===== src/rtl/sd_read_arbiter_if.sv =====
// ---------------------------------------------------------------------------
// sd_read_arbiter_if
//
// Bundles the requester side and the SD-reader side of the block-read
// arbiter into one interface.
//
//   Requester side : Req, ReqAddr0, ReqAddr1        (to arbiter)
//                    Grant, Data, DataValid,
//                    Done, Error                     (from arbiter)
//   Reader side    : SD_Ready, SD_Data,
//                    SD_DataValid                    (to arbiter)
//                    SD_Start, SD_Address            (from arbiter)
//
// Modports:
//   master : the environment (requesters plus SD reader)
//   slave  : the arbiter itself
// ---------------------------------------------------------------------------
interface sd_read_arbiter_if;
    // Requester side
    logic [1:0]  Req;
    logic [23:0] ReqAddr0;
    logic [23:0] ReqAddr1;
    logic [1:0]  Grant;
    logic [7:0]  Data;
    logic [1:0]  DataValid;
    logic [1:0]  Done;
    logic [1:0]  Error;

    // SD reader side
    logic        SD_Ready;
    logic        SD_Start;
    logic [23:0] SD_Address;
    logic [7:0]  SD_Data;
    logic        SD_DataValid;

    modport master (
        output Req, ReqAddr0, ReqAddr1, SD_Ready, SD_Data, SD_DataValid,
        input  Grant, Data, DataValid, Done, Error, SD_Start, SD_Address
    );

    modport slave (
        input  Req, ReqAddr0, ReqAddr1, SD_Ready, SD_Data, SD_DataValid,
        output Grant, Data, DataValid, Done, Error, SD_Start, SD_Address
    );
endinterface


===== src/rtl/sd_read_arbiter.sv =====
// ---------------------------------------------------------------------------
// sd_read_arbiter
//
// Shares one SD-over-SPI block reader between the video fetcher (port 0)
// and the audio fetcher (port 1). A round-robin winner is chosen in IDLE,
// its block address is registered onto SD_Address, the reader is kicked
// with a one-cycle SD_Start, and the returned byte stream is steered to the
// granted port. The transfer ends after BLOCK_BYTES bytes, or with an error
// when the reader stays silent for TIMEOUT_CYCLES (before the first byte or
// between bytes).
//
// Ports:
//   MasterCLK : system clock, rising edge
//   Reset     : asynchronous, active-low reset
//   bus       : sd_read_arbiter_if.slave (requester and reader signals)
//
// All outputs are registered.
// ---------------------------------------------------------------------------
module sd_read_arbiter #(
    parameter int BLOCK_BYTES    = 512,
    parameter int TIMEOUT_CYCLES = 1_000_000,
    parameter int TO_BITS        = 20
) (
    input  logic              MasterCLK,
    input  logic              Reset,
    sd_read_arbiter_if.slave  bus
);

    localparam logic [2:0] S_IDLE       = 3'd0;
    localparam logic [2:0] S_ISSUE      = 3'd1;
    localparam logic [2:0] S_WAIT_FIRST = 3'd2;
    localparam logic [2:0] S_STREAM     = 3'd3;
    localparam logic [2:0] S_FINISH     = 3'd4;

    localparam logic [9:0]         BYTE_LIMIT = 10'(BLOCK_BYTES);
    localparam logic [TO_BITS-1:0] TO_LIMIT   = TO_BITS'(TIMEOUT_CYCLES);

    logic [2:0]         state_q,      state_d;
    logic [1:0]         grant_q,      grant_d;
    logic               last_grant_q, last_grant_d;   // 1: audio won last
    logic [23:0]        addr_q,       addr_d;
    logic               start_q,      start_d;
    logic [7:0]         data_q,       data_d;
    logic [1:0]         dv_q,         dv_d;
    logic [1:0]         done_q,       done_d;
    logic [1:0]         error_q,      error_d;
    logic               fail_q,       fail_d;         // current transfer failed
    logic [9:0]         byte_cnt_q,   byte_cnt_d;
    logic [TO_BITS-1:0] to_cnt_q,     to_cnt_d;

    logic               win_audio;
    logic [9:0]         byte_next;
    logic [TO_BITS-1:0] to_next;
    logic               to_expired;

    // Audio wins when it is the only requester, or when both request and
    // video was the previous winner.
    assign win_audio  = bus.Req[1] && (!bus.Req[0] || !last_grant_q);

    assign byte_next  = byte_cnt_q + 10'd1;
    // Saturating timeout counter: never wraps back below the limit.
    assign to_next    = (to_cnt_q == {TO_BITS{1'b1}}) ? to_cnt_q : to_cnt_q + 1'b1;
    assign to_expired = (to_next >= TO_LIMIT);

    always_comb begin
        state_d      = state_q;
        grant_d      = grant_q;
        last_grant_d = last_grant_q;
        addr_d       = addr_q;
        start_d      = 1'b0;
        data_d       = data_q;
        dv_d         = 2'b00;
        done_d       = 2'b00;
        error_d      = 2'b00;
        fail_d       = fail_q;
        byte_cnt_d   = byte_cnt_q;
        to_cnt_d     = to_cnt_q;

        case (state_q)
            S_IDLE: begin
                if (bus.SD_Ready && (bus.Req != 2'b00)) begin
                    grant_d      = win_audio ? 2'b10 : 2'b01;
                    last_grant_d = win_audio;
                    addr_d       = win_audio ? bus.ReqAddr1 : bus.ReqAddr0;
                    state_d      = S_ISSUE;
                end
            end

            S_ISSUE: begin
                start_d    = 1'b1;
                byte_cnt_d = '0;
                to_cnt_d   = '0;
                fail_d     = 1'b0;
                state_d    = S_WAIT_FIRST;
            end

            // Both data states share the byte path; in WAIT_FIRST the byte
            // counter is still zero, so the first byte counts as byte 1.
            S_WAIT_FIRST, S_STREAM: begin
                if (bus.SD_DataValid) begin
                    byte_cnt_d = byte_next;
                    to_cnt_d   = '0;
                    // A requester that dropped Req mid-block still has its
                    // block drained from the reader, but sees no strobes.
                    if ((grant_q & bus.Req) != 2'b00) begin
                        data_d = bus.SD_Data;
                        dv_d   = grant_q & bus.Req;
                    end
                    state_d = (byte_next >= BYTE_LIMIT) ? S_FINISH : S_STREAM;
                end else if (to_expired) begin
                    fail_d  = 1'b1;
                    state_d = S_FINISH;
                end else begin
                    to_cnt_d = to_next;
                end
            end

            S_FINISH: begin
                done_d  = grant_q;
                error_d = fail_q ? grant_q : 2'b00;
                grant_d = 2'b00;
                state_d = S_IDLE;
            end

            default: begin
                state_d = S_IDLE;
                grant_d = 2'b00;
            end
        endcase
    end

    always_ff @(posedge MasterCLK or negedge Reset) begin
        if (!Reset) begin
            state_q      <= S_IDLE;
            grant_q      <= 2'b00;
            last_grant_q <= 1'b1;
            addr_q       <= 24'h000000;
            start_q      <= 1'b0;
            data_q       <= 8'h00;
            dv_q         <= 2'b00;
            done_q       <= 2'b00;
            error_q      <= 2'b00;
            fail_q       <= 1'b0;
            byte_cnt_q   <= '0;
            to_cnt_q     <= '0;
        end else begin
            state_q      <= state_d;
            grant_q      <= grant_d;
            last_grant_q <= last_grant_d;
            addr_q       <= addr_d;
            start_q      <= start_d;
            data_q       <= data_d;
            dv_q         <= dv_d;
            done_q       <= done_d;
            error_q      <= error_d;
            fail_q       <= fail_d;
            byte_cnt_q   <= byte_cnt_d;
            to_cnt_q     <= to_cnt_d;
        end
    end

    assign bus.Grant      = grant_q;
    assign bus.Data       = data_q;
    assign bus.DataValid  = dv_q;
    assign bus.Done       = done_q;
    assign bus.Error      = error_q;
    assign bus.SD_Start   = start_q;
    assign bus.SD_Address = addr_q;

endmodule


===== src/flat_wrapper.sv =====
// flat-port wrapper written by rule: the top's interface ports become plain ports
module sd_read_arbiter_flat 
#(
    parameter int BLOCK_BYTES    = 512,
    parameter int TIMEOUT_CYCLES = 1_000_000,
    parameter int TO_BITS        = 20
)
  (MasterCLK, Reset, bus_Req, bus_ReqAddr0, bus_ReqAddr1, bus_SD_Ready, bus_SD_Data, bus_SD_DataValid, bus_Grant, bus_Data, bus_DataValid, bus_Done, bus_Error, bus_SD_Start, bus_SD_Address);
  sd_read_arbiter_if bus_i ();
  input  logic MasterCLK;
  input  logic Reset;
  input wire logic [$bits(bus_i.Req)-1:0] bus_Req;
  input wire logic [$bits(bus_i.ReqAddr0)-1:0] bus_ReqAddr0;
  input wire logic [$bits(bus_i.ReqAddr1)-1:0] bus_ReqAddr1;
  input wire logic [$bits(bus_i.SD_Ready)-1:0] bus_SD_Ready;
  input wire logic [$bits(bus_i.SD_Data)-1:0] bus_SD_Data;
  input wire logic [$bits(bus_i.SD_DataValid)-1:0] bus_SD_DataValid;
  output wire logic [$bits(bus_i.Grant)-1:0] bus_Grant;
  output wire logic [$bits(bus_i.Data)-1:0] bus_Data;
  output wire logic [$bits(bus_i.DataValid)-1:0] bus_DataValid;
  output wire logic [$bits(bus_i.Done)-1:0] bus_Done;
  output wire logic [$bits(bus_i.Error)-1:0] bus_Error;
  output wire logic [$bits(bus_i.SD_Start)-1:0] bus_SD_Start;
  output wire logic [$bits(bus_i.SD_Address)-1:0] bus_SD_Address;
  assign bus_i.Req = bus_Req;
  assign bus_i.ReqAddr0 = bus_ReqAddr0;
  assign bus_i.ReqAddr1 = bus_ReqAddr1;
  assign bus_i.SD_Ready = bus_SD_Ready;
  assign bus_i.SD_Data = bus_SD_Data;
  assign bus_i.SD_DataValid = bus_SD_DataValid;
  assign bus_Grant = bus_i.Grant;
  assign bus_Data = bus_i.Data;
  assign bus_DataValid = bus_i.DataValid;
  assign bus_Done = bus_i.Done;
  assign bus_Error = bus_i.Error;
  assign bus_SD_Start = bus_i.SD_Start;
  assign bus_SD_Address = bus_i.SD_Address;
  sd_read_arbiter #(.BLOCK_BYTES(BLOCK_BYTES), .TIMEOUT_CYCLES(TIMEOUT_CYCLES), .TO_BITS(TO_BITS)) u_core (.MasterCLK(MasterCLK), .Reset(Reset), .bus(bus_i));
endmodule

===== config.mk =====
export PLATFORM = sky130hd
export DESIGN_NAME = sd_read_arbiter_flat
export DESIGN_NICKNAME = d
export VERILOG_FILES = /design/src/rtl/sd_read_arbiter_if.sv /design/src/rtl/sd_read_arbiter.sv /design/src/flat_wrapper.sv
export SDC_FILE = /design/constraint.sdc
export NUM_CORES = 1
export LEC_CHECK = 0
export CAP_MARGIN = 20
export CORE_UTILIZATION = 57
export CTS_BUF_LIST = sky130_fd_sc_hd__clkbuf_16
export CTS_CLUSTER_DIAMETER = 80
export DETAILED_ROUTE_END_ITERATION = 16
export DONT_BUFFER_PORTS = 1
export PLACE_DENSITY_LB_ADDON = 0.1
export SLEW_MARGIN = 10
export SYNTH_ARGS = -nofsm -noshare
export SYNTH_HDL_FRONTEND = slang
export SYNTH_SLANG_ARGS = --single-unit

===== constraint.sdc =====
create_clock -name MasterCLK -period 2.4 [get_ports MasterCLK]
set_input_delay 0.48 -clock MasterCLK [delete_from_list [all_inputs] [get_ports MasterCLK]]
set_output_delay 0.48 -clock MasterCLK [all_outputs]
set_load 0.005 [all_outputs]

* After elaboration in Yosys (flattened, before gate mapping)
Index checks and enable logic that the tools add are counted.
** Word-level totals
- Input bits :: 62
- Register bits :: 76
** Cells by class
- Reductions and logical operators :: 18
- Order comparisons :: 2
- Add/subtract/negate cells :: 2
- Mux-type cells :: 25
- Eq/ne operators :: 11
- Bitwise operators :: 2
** Operators with widths (count)
- 2-to-1 mux 20 bit :: 3
- one-hot mux 20 bit (2 select lines) :: 1
- 2-to-1 mux 24 bit :: 1
- adder 20 x 1 -> 20 bit (second input constant) :: 1
- equality test 20 bit (second input constant) :: 1
- greater-or-equal comparator 20 bit (second input constant) :: 1
- one-hot mux 10 bit (2 select lines) :: 1
- 2-to-1 mux 2 bit :: 8
- 2-to-1 mux 3 bit :: 4
- adder 10 x 1 -> 10 bit (second input constant) :: 1
- greater-or-equal comparator 10 bit (second input constant) :: 1
- 2-to-1 mux 10 bit :: 1
- AND reduction 2 bit :: 5
- one-hot mux 3 bit (3 select lines) :: 1
- equality test 3 x 2 -> 1 bit (second input constant) :: 2
- AND reduction 3 bit :: 2
- nonzero test 2 bit :: 3
- inequality test 2 x 1 -> 1 bit (second input constant) :: 2
- inequality test 2 bit (second input constant) :: 2
- one-hot mux 2 bit (2 select lines) :: 1
- equality test 3 x 1 -> 1 bit (second input constant) :: 1
- equality test 3 bit (second input constant) :: 1
- zero test 3 bit :: 1
- 2-to-1 mux 1 bit :: 3
- other kinds (10) :: 12

* Longest topological paths before layout
Gate-level depths: netlist of the first run.
- Depth in word-level cells :: 6
- Gate-level depth with buffers :: 13
- Depth with buffers taken out :: 9

* Least setup slack after synthesis of the first run
No wires, ideal clock.
- Path kind :: flip-flop to flip-flop
- Start :: register u_core.to_cnt_q[0]
- End :: register u_core.to_cnt_q[5]
- Path buffers :: 3
- Required time :: 2.263 ns
- Data arrival time :: 2.502 ns
- Stages on the path, launching flop included :: 13
- Period minus slack after synthesis :: 2.639 ns
- Setup slack :: -0.239 ns
- Cells stage by stage :: dfrtp_1 ha_1 buf_4 nand3_1 nor2_1 o21a_1 o2bb2ai_1 o22a_2 and3_1 buf_6 buf_2 o311ai_0 nand3_1
** Between the ends
- Word-level cells in the longest chain between the ends :: 5
- Elaborated cells on any way between the ends :: 9
- Classes of those cells :: 1 x add/sub; 1 x order compare; 2 x eq/ne; 4 x mux; 1 x reduce/logical
** Ends and longest elaborated chain
- from (decl) :: RTL line sd_read_arbiter.sv:49 : logic [TO_BITS-1:0] to_cnt_q, to_cnt_d;
- from (signal assigned) :: RTL line sd_read_arbiter.sv:158 : to_cnt_q <= to_cnt_d;
- adder 20 x 1 -> 20 bit or equality test 20 bit (tied branches) :: RTL line sd_read_arbiter.sv:62 : assign to_next = (to_cnt_q == {TO_BITS{1'b1}}) ? to_cnt_q : to_cnt_q + 1'b1;
- 2-to-1 mux 20 bit * :: RTL line sd_read_arbiter.sv:62
- greater-or-equal comparator 20 bit or 2-to-1 mux 20 bit (tied branches) :: RTL line sd_read_arbiter.sv:63, sd_read_arbiter.sv:110
- inequality test 3 bit (no source line) or 2-to-1 mux 20 bit (tied branches)
- AND reduction 2 bit (no source line) or one-hot mux 20 bit (2 select lines) (tied branches)
Every way passes the cells marked *; elsewhere a longest branch is shown, timed or not. The select of a mux whose other input is x is not followed.
A chain may end at the register's enable or synchronous reset.

* Worst setup path after layout of the first run
- Start :: register u_core.to_cnt_q[4]
- End :: register u_core.to_cnt_q[9]
Same word-level chain as after synthesis.

==> results of run 1 <==
## sequential cells by signal (all words and copies together) (netlist names)
name / flops
u_core.bus.Data: 8
u_core.bus.DataValid: 2
u_core.bus.Done: 2
u_core.bus.Error: 2
u_core.bus.Grant: 2
u_core.bus.SD_Address: 24
u_core.bus.SD_Start: 1
u_core.byte_cnt_q: 10
u_core.fail_q: 1
u_core.last_grant_q: 1
u_core.state_q: 3
u_core.to_cnt_q: 20
## metal layers
| layer | part of all wire, % | wire length, um | vias to the layer above |
|---|---|---|---|
| met4 | 2.2 | 231 | 0 |
| met3 | 6.2 | 638 | 27 |
| li1 | - | - | 1611 |
| met5 | 0 | 0 | - |
| met2 | 51 | 5260 | 160 |
| met1 | 40 | 4150 | 1721 |
## cell type report
type	instances	area [um^2]
tap	96	120
multi-input combinational	306	2120
clock buffer	9	225
clock inverter	6	87.6
timing repair buffer	66	546
sequential	76	1910
fill	471	1770
inverter	4	15.0
## Yosys cell counts, drive strengths merged (8+ instances only)
cell,number
mux2,10
mux2i,25
a21oi,34
clkbuf,15
dfrtp,75
o21ai,13
nor2,44
nand3,28
buf,14
nand4,12
and3,8
nand2,30
## critical path: stages (launching register included)
cell and delay (ps):
dfrtp_1 390, nand4_1 170, buf_4 190, buf_4 130, nor2_4 200, nand4_1 150, mux2i_2 250, nand2_1 150
and3_4 250, buf_6 130, or4_1 500, nand3_1 90
## timing repair
action,4_1_cts,5_1_grt
pin swaps,16,13
buffers inserted,12,9
cloned,2,0
gates resized for setup,18,17
endpoints found under the setup margin,24,24
hold buffers,1,0
endpoints found under the hold margin,76,0
## power breakdown
group          switching (mW)  internal (mW)  total [mW]
logic                   0.643          0.442        1.08
registers               0.312           1.66        1.97
clock network           0.539          0.907        1.45
total                    1.49           3.01        4.50
## worst paths after layout
| path | to | start | cells after the start | slack [ps] |
|---|---|---|---|---|
| max | u_core.to_cnt_q[9]$_DFFE_PN0P_ | u_core.to_cnt_q[4]$_DFFE_PN0P_ | 11 | -270 |
| min | u_core.to_cnt_q[9]$_DFFE_PN0P_ | Reset | 1 | 40 |
| max reg2reg | u_core.to_cnt_q[9]$_DFFE_PN0P_ | u_core.to_cnt_q[4]$_DFFE_PN0P_ | 11 | -270 |
| min reg2reg | u_core.byte_cnt_q[9]$_DFFE_PN0P_ | u_core.byte_cnt_q[9]$_DFFE_PN0P_ | 2 | 520 |
| max in group asynchronous | u_core.last_grant_q$_DFFE_PN1P_ | Reset | 1 | 2020 |
| min in group MasterCLK | u_core.state_q[2]$_DFFE_PN0P_ | bus_SD_DataValid | 1 | 240 |
## kinds of logic (layout without fill, tap and decap cells)
logic type      count (synthesis)  in the layout  synth area share, %
compound gates                 85             85                 13.8
xor+xnor                        9              9                 1.97
fa+ha+maj                       2              2                0.624
buf+inv                        33             85                 3.99
flops                          76             76                 47.5
mux                            35             35                 9.05
simple gates                  173            175                 23.1
## per-stage QoR
step | setup slack (ps) | hold WS [ps] | util [%] | instances | power (mW)
floorplan | -60.5 | 184 | - | 413 | 2.68
global placement | -144 | 187 | 64.5 | 525 | 2.97
detailed placement | -271 | 186 | 64.5 | 525 | 3.01
CTS | -163 | 51.2 | 72.1 | 555 | 4.51
global route | -338 | 64.6 | 73.9 | 563 | 4.72
finish | -268 | 35.5 | 73.9 | 563 | 4.50
==> impl_results.md, run 1 <==
- Dpl hpwl: around 6300 um
- Drt total wl: 10,300 um
- Yosys reg bits: 76
- Max-slew violations: 0
- Post-Synthesis Cells: between 400 and 500
- Chip width: between 80 and 90 um
- Top_reg_cell synth: dfrtp_1
- Core ar.: just under 7000 um^2
- Top post-synthesis cells by area: dfrtp_1, mux2i_1, a21oi_1, nor2_1, nand3_1
- First-pass GRT wire length: ~16,000 um
- Peak VDD IR: ~0.7 mV
- Vias post-DR: 3,519
- H-tree depth: 3
- Post-synthesis sequential area ratio: between 40% and 50%
- Power per cell area: approximately 900 nW/um^2
- Post-route setup slack: -268 ps
- GP Congestion: a little over 0.9
- Via/cell ratio: 6.25
- Initial antenna violation count: 0
- Setup Crit Path Kind: flip-flop to flip-flop
- EDFF count, synth: 0
- Setup TNS: -3580 ps
- Final Net Count: ~530
- 1st-pass router iterations: 5
- Ratio of cells with drive above 1 in the final layout: a little over a quarter
- Relative slew slack: a little under half
- Clock buffer depth: 2
- CTS tree: done
- Ys async rst share: between 90% and 100%
- Post-Syn Nets: approximately 480
- Antenna cell count: 0
- DP Area: 4380 um^2
- GR Util met3: approximately 5.3%
- Status: complete, but fails checks
- Post-synth top area share: 46.8%
- Antenna Nets Post-Route: 0
- Rows: 30
- Slew @ Worst Pin: between 700 and 800 ps
- Syn avg cell area: a little under 10 um^2
- Failing checks: setup timing
- CP endpoint kind: flip-flop
- YS warnings: 0
- Remaining Overflow, GRT: 0
- Startpoint Class: flip-flop
- Synth-to-layout area growth: 25.3%
- Clk root buf: clkbuf_16
- TritonCTS buffer count: 9
- Fmax: 375 MHz
- Die height: roughly 86 um
- Global-route usage over all layers: approximately 27%
- Final instance area: roughly 5000 um^2
- Vias in the first global route: between 3,000 and 4,000
- Worst-path fanout max: 6
- Reg clk slew, reported paths: around 60 ps
- Required time of the critical path: between 2000 and 3000 ps
- PortBufs: 0
- Max-cap violations: 0
- Leakage: ~2.2 nW
- Most frequent cells in the layout: dfrtp_1, buf_4, nor2_1, a21oi_1, nand2_1
- Final min period: around 2700 ps
- Top Ports: 103
- Post-route DRC violation count: 0
- # setup viols final: 24
- GR met1 Demand/Resource: between 30% and 40%
- Hold Vio Cnt, Final: 0
- RSZ-0062 raised after global routing: yes
- Met2 GRT Util: a little under half
- Sink Count: 76
- Die ar.: between 7000 and 8000 um^2
- Top Usage Layer GRT: met2
- DR WL/cell: 18.3 um
- Tcrit/Tclk final: 111%
- Largest net degree at the start of global routing: 77
- DRT iter0 DRCs: roughly 250
- Min-Delay Path Class: primary input to async pin
- Synthesized area: 4010 um^2
- Commonest non-fill, non-tap cell in the layout: dfrtp_1
- Worst Skew: roughly 8.7 ps
- Worst skew pair latency: around 330 ps
- Post-synthesis cell type count: 63
- Largest area contributor in the netlist: dfrtp_1
- CP arrival: between 2000 and 3000 ps
- Starting Density: roughly three fifths
No activity file was read; power rests on OpenSTA's default activity.
==> inputs of run 2 (changes only) <==
--- a/config.mk
+++ b/config.mk
@@ -6,7 +6,9 @@
 export NUM_CORES = 1
 export LEC_CHECK = 0
 export CAP_MARGIN = 20
-export CORE_UTILIZATION = 57
+export CELL_PAD_IN_SITES_DETAIL_PLACEMENT = 0
+export CELL_PAD_IN_SITES_GLOBAL_PLACEMENT = 1
+export CORE_UTILIZATION = 43
 export CTS_BUF_LIST = sky130_fd_sc_hd__clkbuf_16
 export CTS_CLUSTER_DIAMETER = 80
 export DETAILED_ROUTE_END_ITERATION = 16
==> run 2 against run 1 <==
The run still ends with setup timing left. Setup slack better by 9.4 ps. Final cell count is 4.3% higher. Highest routed layer unchanged. Non-clock buffer count grew 11. Clock skew barely moved. Die area is 32% higher. Design area increased by 4.3%. Register-to-register slack is essentially flat. Critical path depth is the same.
==> impl_results.md, run 2 (synthesized netlist as in run 1, its figures left out) <==
- Status: complete, but fails checks
- Failing checks: setup timing
- Dpl ws: -264 ps
- DP Area: approximately 4500 um^2
- Finished Layout Cells: 587
- R2R Setup Slk: -260 ps
- Synth-to-layout area growth: 30.6%
- Die height: approximately 99 um
- Power per cell area: 864 nW/um^2
- Max-cap violations: 0
- Ratio of cells with drive above 1 in the final layout: a little under a third
- Final min period: 2660 ps
- Required time of the critical path: around 2700 ps
- Final Net Count: 538
- TritonCTS buffer count: 9
- Final instance area: 5240 um^2
- Relative slew slack: approximately two thirds
- Dpl hpwl: slightly below 7000 um
- Placed insts: roughly 550
- Largest register FFs: 24
- Largest net degree at the start of global routing: just under 80
- Hold Vio Cnt, Final: 0
- Hold_ws: about 7.4 ps
- Leakage: approximately 2.3 nW
- GP Congestion: 0.859
- RSZ-0062 raised after global routing: yes
- Post-route setup slack: -258 ps
- CP arrival: between 2000 and 3000 ps
- Peak VDD IR: ~0.69 mV
- Core ar.: approximately 8900 um^2
- Clock buffer depth: 2
- Min-Delay Path Class: primary input to async pin
- DR WL/cell: approximately 19 um
- Starting Density: roughly 45%
- Worst skew pair latency: around 330 ps
- Via/cell ratio: between 5 and 6
- CTS tree: done
- Reg clk slew, reported paths: around 70 ps
- Startpoint Class: flip-flop
- Most frequent cells in the layout: dfrtp_1, buf_4, nor2_1, a21oi_1, nand2_1
- DRT iter0 DRCs: between 200 and 250
- First-pass GRT wire length: between 15,000 and 20,000 um
- Fmax: 376 MHz
- Top Ports: 103
- Vias post-DR: 3,478
- # setup viols final: 22
- Sink Count: 76
- Rows: 34
- Worst Skew: 8.45 ps
- Drt total wl: about 11,000 um
- Die ar.: about 10000 um^2
- PortBufs: 0
- Post-route DRC violation count: 0
- Slew @ Worst Pin: 509 ps
- Vias in the first global route: around 3,300
- Worst-path fanout max: 6
- Clk root buf: clkbuf_16
- 1st-pass router iterations: 5
- Commonest non-fill, non-tap cell in the layout: dfrtp_1
- Antenna Nets Post-Route: 0
- CP endpoint kind: flip-flop
- Setup Crit Path Kind: flip-flop to flip-flop
- Max-slew violations: 0
- Chip width: 98.6 um
- Global-route usage over all layers: between 20% and 30%
- H-tree depth: 3
- Initial antenna violation count: 0
- Antenna cell count: 0
- Tcrit/Tclk final: 111%
- Remaining Overflow, GRT: 0
==> run 2: changes by cell type in the layout (fill, tap and decap cells not counted), sizes merged <==
cell and delta:
buf +11, clkinvlp +1, inv +1, bufinv -1
==> run 2: metal layers <==
metal	up-vias	track usage, %	part of all wire [%]
met5	-	0	0
met2	135	34.9	47
met4	0	8.04	1.3
met1	1688	32.1	47
met3	15	4.26	5.4
li1	1640	-	-
==> run 2: cell type report <==
cell class                 count  area, um^2
inverter                       4        15.0
timing repair buffer          77         667
fill                         743        3650
clock inverter                 7        72.6
clock buffer                   9         225
multi-input combinational    306        2220
sequential                    76        1910
tap                          108         135
==> run 2: report_power, final <==
part	leakage (nW)	switching (mW)	internal [mW]	total (mW)
registers	0.957	0.334	1.66	1.99
logic	1.24	0.657	0.500	1.16
clock network	0.144	0.568	0.810	1.38
==> run 2: path summary, 6_finish.rpt <==
check	to	depth (start not counted)	start
worst max-delay path	u_core.to_cnt_q[19]$_DFFE_PN0P_	11	u_core.to_cnt_q[2]$_DFFE_PN0P_
worst min-delay path	u_core.to_cnt_q[12]$_DFFE_PN0P_	1	Reset
worst max register to register	u_core.to_cnt_q[19]$_DFFE_PN0P_	11	u_core.to_cnt_q[2]$_DFFE_PN0P_
worst min register to register	u_core.byte_cnt_q[9]$_DFFE_PN0P_	2	u_core.byte_cnt_q[9]$_DFFE_PN0P_
max in group asynchronous	u_core.last_grant_q$_DFFE_PN1P_	1	Reset
min in group MasterCLK	u_core.state_q[2]$_DFFE_PN0P_	1	bus_SD_DataValid
==> run 2: critical path: stages, from the launching register on <==
cell and delay [ps]:
dfrtp_1 360, buf_6 120, nand4_1 100, buf_6 150
nor4_4 330, a211oi_2 130, xnor2_1 260, nand4_1 170
buf_4 180, and3_4 180, or4_4 480, a21oi_2 120
==> run 2: stage by stage <==
stage | utilization (%) | power (mW) | TNS, ps
detailed placement | 50.3 | 3.08 | -3780
CTS | 56.5 | 4.52 | -954
floorplan | - | 2.68 | -206
global route | 58.9 | 4.78 | -5330
finish | 58.9 | 4.53 | -3280
global placement | 50.3 | 3.06 | -2410
==> run 2: repair_timing <==
action	4_1_cts	5_1_grt
pin swaps	9	22
buffers inserted	19	5
gates resized for setup	17	43
gates cloned	2	0
hold endpoints to repair	76	0
hold buffers	1	0
endpoints found under the setup margin	24	24
